===== src/rtl/multi_channel_cycle_timer.sv =====
// multi_channel_cycle_timer
//
// CHANNELS independent down-counting timers, each BIT_WIDTH bits wide and
// individually selectable as one-shot or periodic (auto-reload). All channels
// advance on a shared tick. The tick comes either from an optional shared
// prescaler (compiled in with MULTI_CHANNEL_CYCLE_TIMER_PRESCALER_EN) or is
// asserted every cycle when that macro is undefined.
//
// Ports:
//   clock             - single clock, rising-edge active
//   reset             - synchronous, active-high
//   enable            - per-channel enable; gates both load and decrement
//   load_count        - per-channel load strobe (honoured only when enabled)
//   count             - per-channel load values, channel i at [i*BIT_WIDTH +: BIT_WIDTH]
//   periodic          - per-channel mode: 0 = one-shot, 1 = auto-reload
//   prescale          - shared tick divisor, tick period = prescale+1 cycles
//                       (ignored when the prescaler is compiled out)
//   expired           - level, bit i high while counter i is zero
//   expired_pulse     - registered one-cycle pulse when channel i completes a count
//   any_expired_pulse - OR of expired_pulse

module multi_channel_cycle_timer #(
    parameter int CHANNELS       = 4,
    parameter int BIT_WIDTH      = 16,
    parameter int PRESCALE_WIDTH = 8
) (
    input  logic                          clock,
    input  logic                          reset,
    input  logic [CHANNELS-1:0]           enable,
    input  logic [CHANNELS-1:0]           load_count,
    input  logic [CHANNELS*BIT_WIDTH-1:0] count,
    input  logic [CHANNELS-1:0]           periodic,
    input  logic [PRESCALE_WIDTH-1:0]     prescale,
    output logic [CHANNELS-1:0]           expired,
    output logic [CHANNELS-1:0]           expired_pulse,
    output logic                          any_expired_pulse
);

    localparam logic [BIT_WIDTH-1:0] ONE = BIT_WIDTH'(1);

    logic tick;

`ifdef MULTI_CHANNEL_CYCLE_TIMER_PRESCALER_EN
    logic [PRESCALE_WIDTH-1:0] prescale_cnt_q;
    logic [PRESCALE_WIDTH-1:0] prescale_cnt_d;

    // Free-running divider. Using >= rather than == means lowering prescale
    // below the current count wraps on the next cycle instead of rolling
    // all the way around the counter range.
    always_comb begin
        tick           = (prescale_cnt_q >= prescale);
        prescale_cnt_d = tick ? '0 : prescale_cnt_q + 1'b1;
    end

    always_ff @(posedge clock) begin
        if (reset) begin
            prescale_cnt_q <= '0;
        end else begin
            prescale_cnt_q <= prescale_cnt_d;
        end
    end
`else
    logic unused_prescale;

    assign unused_prescale = ^prescale;
    assign tick            = 1'b1;
`endif

    logic [CHANNELS-1:0][BIT_WIDTH-1:0] counter_q;
    logic [CHANNELS-1:0][BIT_WIDTH-1:0] counter_d;
    logic [CHANNELS-1:0][BIT_WIDTH-1:0] reload_q;
    logic [CHANNELS-1:0][BIT_WIDTH-1:0] reload_d;
    logic [CHANNELS-1:0]                pulse_q;
    logic [CHANNELS-1:0]                pulse_d;

    always_comb begin
        counter_d = counter_q;
        reload_d  = reload_q;
        pulse_d   = '0;
        for (int i = 0; i < CHANNELS; i++) begin
            if (enable[i] && load_count[i]) begin
                // Load takes priority over a same-cycle tick, so a load
                // landing on the counter==1 tick suppresses that pulse.
                counter_d[i] = count[i*BIT_WIDTH +: BIT_WIDTH];
                reload_d[i]  = count[i*BIT_WIDTH +: BIT_WIDTH];
            end else if (enable[i] && tick) begin
                if (counter_q[i] > ONE) begin
                    counter_d[i] = counter_q[i] - ONE;
                end else if (counter_q[i] == ONE) begin
                    // Completion happens on the 1 -> 0/reload step, so a
                    // counter parked at zero never pulses again.
                    pulse_d[i]   = 1'b1;
                    counter_d[i] = periodic[i] ? reload_q[i] : '0;
                end
            end
        end
    end

    always_ff @(posedge clock) begin
        if (reset) begin
            counter_q <= '0;
            reload_q  <= '0;
            pulse_q   <= '0;
        end else begin
            counter_q <= counter_d;
            reload_q  <= reload_d;
            pulse_q   <= pulse_d;
        end
    end

    always_comb begin
        expired = '0;
        for (int i = 0; i < CHANNELS; i++) begin
            expired[i] = (counter_q[i] == '0);
        end
    end

    assign expired_pulse     = pulse_q;
    assign any_expired_pulse = |pulse_q;

endmodule


===== config.mk =====
export PLATFORM = sky130hd
export DESIGN_NAME = multi_channel_cycle_timer
export DESIGN_NICKNAME = d
export VERILOG_FILES = /design/src/rtl/multi_channel_cycle_timer.sv
export SDC_FILE = /design/constraint.sdc
export NUM_CORES = 1
export LEC_CHECK = 0
export ABC_AREA = 1
export ABC_CLOCK_PERIOD_IN_PS = 1700
export CAP_MARGIN = 40
export CORE_ASPECT_RATIO = 0.9
export CORE_MARGIN = 5
export CORE_UTILIZATION = 31
export DETAILED_ROUTE_END_ITERATION = 7
export MAX_ROUTING_LAYER = met4
export PLACE_DENSITY_LB_ADDON = 0.12
export SYNTH_ARGS = -nofsm -noshare
export SYNTH_HDL_FRONTEND = slang
export SYNTH_SLANG_ARGS = --single-unit
export TNS_END_PERCENT = 100

===== constraint.sdc =====
create_clock -name clock -period 1.7 [get_ports clock]
set_clock_uncertainty 0.1 [all_clocks]
set_input_delay 0.255 -clock clock [delete_from_list [all_inputs] [get_ports clock]]
set_output_delay 0.255 -clock clock [all_outputs]
set_load 0.005 [all_outputs]

# --- After elaboration in Yosys (flattened, before gate mapping) ---
# Index checks and enable logic that the tools add are counted.
op_classes:
  addsub: 4
  magnitude_cmp: 4
  n_eq_ne: 4
  muxes: 24
  bitwise_logic: 4
  n_reduce_logical: 25
ops:
  columns: ["op", "count"]
  rows:
  - ["2-to-1 mux 16 bit", 20]
  - ["== test 16 x 1 -> 1 bit (second input constant)", 4]
  - ["greater-than comparator 16 x 1 -> 1 bit (second input constant)", 4]
  - ["zero test 16 bit", 4]
  - ["subtractor 16 x 1 -> 16 bit (second input constant)", 4]
  - ["OR reduction 4 bit", 5]
  - ["nonzero test 3 bit", 4]
  - ["AND reduction 2 bit", 4]
  - ["nonzero test 2 bit", 4]
  - ["logical AND 1 bit", 4]
  - ["2-to-1 mux 1 bit", 4]
  - ["NOT 1 bit", 4]
word_totals:
  register_bits: 132
  input_bits: 86
  output_inout_bits: 9
  word_cells: 77

# --- Logic depth before layout (Yosys ltp) ---
depth:
  ltp_word: 5
  depth_mapped: 11
  depth_no_buf: 10

# --- Worst setup path before layout ---
# Ideal clock, no wire load.
synth_path:
  path_kind: "register -> register"
  start: "reg counter_q[16] (netlist name)"
  end: "reg counter_q[30] (netlist name)"
  setup_time_ns: 0.116
  arrival_ns: 1.571
  required_ns: 1.484
  setup_slack_ns: -0.087
  path_stages_with_launch: 12
  n_path_buf: 2
  period_less_slack_ns: 1.787
  path_cell_list: "dfxtp_1 > inv_1 > ha_1 > clkbuf_1 > nand2_2 > nor2_4 > nand4_4 > nand2_4 > buf_8 > nand2_1 > nand2_1 > a21oi_2"
synth_via:
  elab_chain_cells: 4
  elab_cells_between_ends: 8
  classes_between: "add/sub: 1; order compare: 1; eq/ne: 1; mux: 3; reduce/logical: 2"
synth_rtl:
  columns: ["item", "line", "source"]
  rows:
  - ["start: declaration", "69", "logic [CHANNELS-1:0][BIT_WIDTH-1:0] counter_q;"]
  - ["start signal: assignment", "105", "counter_q <= counter_d;"]
  - ["subtractor 16 x 1 -> 16 bit or greater-than comparator 16 x 1 -> 1 bit (tied branches)", "88, 87", null]
  - ["2-to-1 mux 16 bit", "87", "if (counter_q[i] > ONE) begin"]
  - ["2-to-1 mux 16 bit", "86", "end else if (enable[i] && tick) begin"]
  - ["2-to-1 mux 16 bit", "81", "if (enable[i] && load_count[i]) begin"]
# Parallel ways exist; a longest one is shown, timed or not. The select of a mux whose other input is x is not followed.
# A chain may end at the register's enable or synchronous reset.

# --- Worst setup path in the final report ---
layout_path:
  start: "reg counter_q[0] (netlist name)"
  end: "out expired[0]"
layout_via:
  elab_chain_cells: 1
layout_rtl:
  columns: ["item", "line", "source"]
  rows:
  - ["zero test 16 bit", "114", "expired[i] = (counter_q[i] == '0);"]
  - ["end: declaration", "34", "output logic [CHANNELS-1:0] expired,"]
# No other way between the ends.

==> run metrics <==
Tot Pwr=11,200 uW; grt total ovfl=0; Metal-1 WL=14,000 um; largest net degree at the start of global routing=65; CP delay by family, top=flip-flops; drt drc=0; IO Count=95; highest-count cells in the layout ignoring fill and taps=nand2_1 (411), buf_4 (204), nand3_1 (171); max_slew headroom=46.8%; Die Y=165 um; Critical Path Max Stage Delay=0.40 ns; placer congestion estimate=0.847; # diodes=0; status=complete, but fails checks; layout cell share with drive strength beyond 1=33.1%; synthesis-to-layout area growth=55.5%; CTS clk-pin slew, worst paths=0.06 ns; Final Cycle Share=104%; Worst Path Arrival=1.41 ns; Synth cell types=33; met2 WL=12,000 um; peak fanout along the critical path=3; total CTS buffers=17; post-synthesis sequential area ratio=32.0%; initial DRC count=466; Seq pwr share=31.5%; clk root buf=clkbuf_16; post-synthesis cell area=8260 um2; CP startpoint kind=register; syn nets=1,411; final hold violation count=0; CTS max path bufs=2; final setup vio count=27; CP cell instances=inv_2 -> ha_1 -> and3_4 -> buf_6; CTS tree=yes; critical path capture point type=output pin; fin crit period=1.76 ns; met3 wire length=921 um; fillers=2,695; # rows=56; failing checks=negative setup slack; Synth Instances=1,313; PwrDens=874 nW/um2; Finished Core Util=49.1%; die area=30,000 um2; vias in the first global route=8,747; Internal=7360 uW; Worst-Margin Slew=0.797 ns; H-tree levels=4; initial antenna violation count=0; HPWL after DPL=18,800 um; Tot GR Track Use=18.0%; max layer used=met4; synthesized flop and latch total=132; WP buf/inv=2; Via density=4.68; Hold Path Class=input port to register; Die Span X=182 um; Post-CTS Hold Buffers=0; Yosys warning total=0; VDD IR max=592 uV; Routed Antenna Nets=0; Slew Limit Fails=0; global-route wire length before repair=43,200 um; buffers added on ports=86; power share of the clock group=31.7%; P_sw=3870 uW; Logic pwr share=36.8%; slowest stage cell on the critical path=dfxtp_1; most common cell after layout, fill and taps aside=nand2_1; CP Class=register to output pin; CTS Sinks=132; initial core utilization=31.6%; leakage=0.00590 uW; DRT Wirelength=27,200 um; RSZ-0062 raised after global routing=true; Vias=9,235; Setup WS post-layout=-0.0600 ns; Max Fclk=0.568 GHz; first drt pass iteration count=5; core area=26,100 um2; worst-skew pair later-pin latency=0.42 ns; max cap viols=0; Switching Share=34.4%; routed length per instance=13.8 um; CP required=1.34 ns; fin nets=1,710; Mean Syn Cell Area=6.29 um2
power groups by stage:
| stage | Combinational (uW) | Clock (uW) | Sequential, uW |
|---|---|---|---|
| 2_1_floorplan | 1960 | 0 | 3530 |
| 6_report | 4130 | 3560 | 3530 |
| 3_3_place_gp | 3360 | 0 | 3520 |
| 5_1_grt | 4550 | 3800 | 3560 |
| 3_5_place_dp | 3360 | 0 | 3530 |
| 4_1_cts | 3630 | 3670 | 3480 |
per-stage QoR:
stage	instance area (um2)	hold WS [ns]	worst slack, ns	cells	TNS, ns
detailed placement	10900	0.356	-0.278	1895	-8.77
finish	12800	0.150	-0.0600	1973	-0.582
global placement	10900	0.352	-0.296	1895	-8.17
CTS	11900	0.158	-0.104	1951	-0.534
floorplan	8260	0.320	0.00516	1313	0
global route	12800	0.169	-0.126	1973	-3.45
sequential cells by signal, summed over array words and instances, names as in the netlist:
register / flops
reload_q: 64
counter_q: 64
expired_pulse: 4
worst paths after layout:
kind,from,endpoint,slack (ns),depth (start not counted)
hold / removal,reset,counter_q[52],0.15,4
hold reg to reg,reload_q[2],reload_q[2],0.36,2
setup / recovery,counter_q[0],expired[0],-0.06,4
setup reg to reg,counter_q[6],counter_q[5],-0.05,9
final cells by class:
cell class	instances	area, um2	area share, %
sequential	132	2690	21.0
timing repair buffer	324	2870	22.3
clock buffer	20	457	3.56
clock inverter	12	108	0.838
tap	348	435	3.39
multi-input combinational	1033	5880	45.8
inverter	104	400	3.12
cells by family (layout without fill, tap and decap cells):
kind of cell    after synthesis  after routing  share of synthesized area, %
simple gates                860            872                          46.7
buf+inv                     160            460                          8.76
flops                       132            132                          32.0
compound gates              130            130                          8.68
xor+xnor                     19             19                          2.02
fa+ha+maj                    12             12                          1.82
routing by layer:
| layer | global-route usage, % | vias to the layer above |
|---|---|---|
| met5 | - | - |
| met4 | 3.92 | 0 |
| met3 | 2.77 | 24 |
| met2 | 28.0 | 166 |
| met1 | 24.9 | 4213 |
| li1 | - | 4832 |
timing repair:
item / CTS / global route
cloned: 6 / 6
pin swaps: 37 / 93
hold endpoints to repair: 0 / 0
endpoints found under the setup margin: 62 / 72
resized for setup: 98 / 198
setup buffers: 18 / 21
synthesized netlist by cell type, drive strengths merged:
cell type,n,share of area [%]
a21oi,123,8.1
and2,1,0.076
and3,4,0.30
buf,32,2.9
clkbuf,24,1.1
clkinv,3,0.14
dfxtp,132,32
ha,12,1.8
inv,101,4.6
nand2,474,23
nand3,199,12
nand3b,3,0.27
nand4,15,1.9
nor2,160,8.9
nor4,3,0.23
o211ai,4,0.36
o21ai,3,0.18
or4,1,0.091
xnor2,3,0.32
xor2,16,1.7
tightest hold or removal path, cell delays in order:
cell     delay [ns]
buf_2          0.09
inv_2          0.14
nand2_1        0.11
nor2_1         0.03
Power figures use the tool's default switching activity.
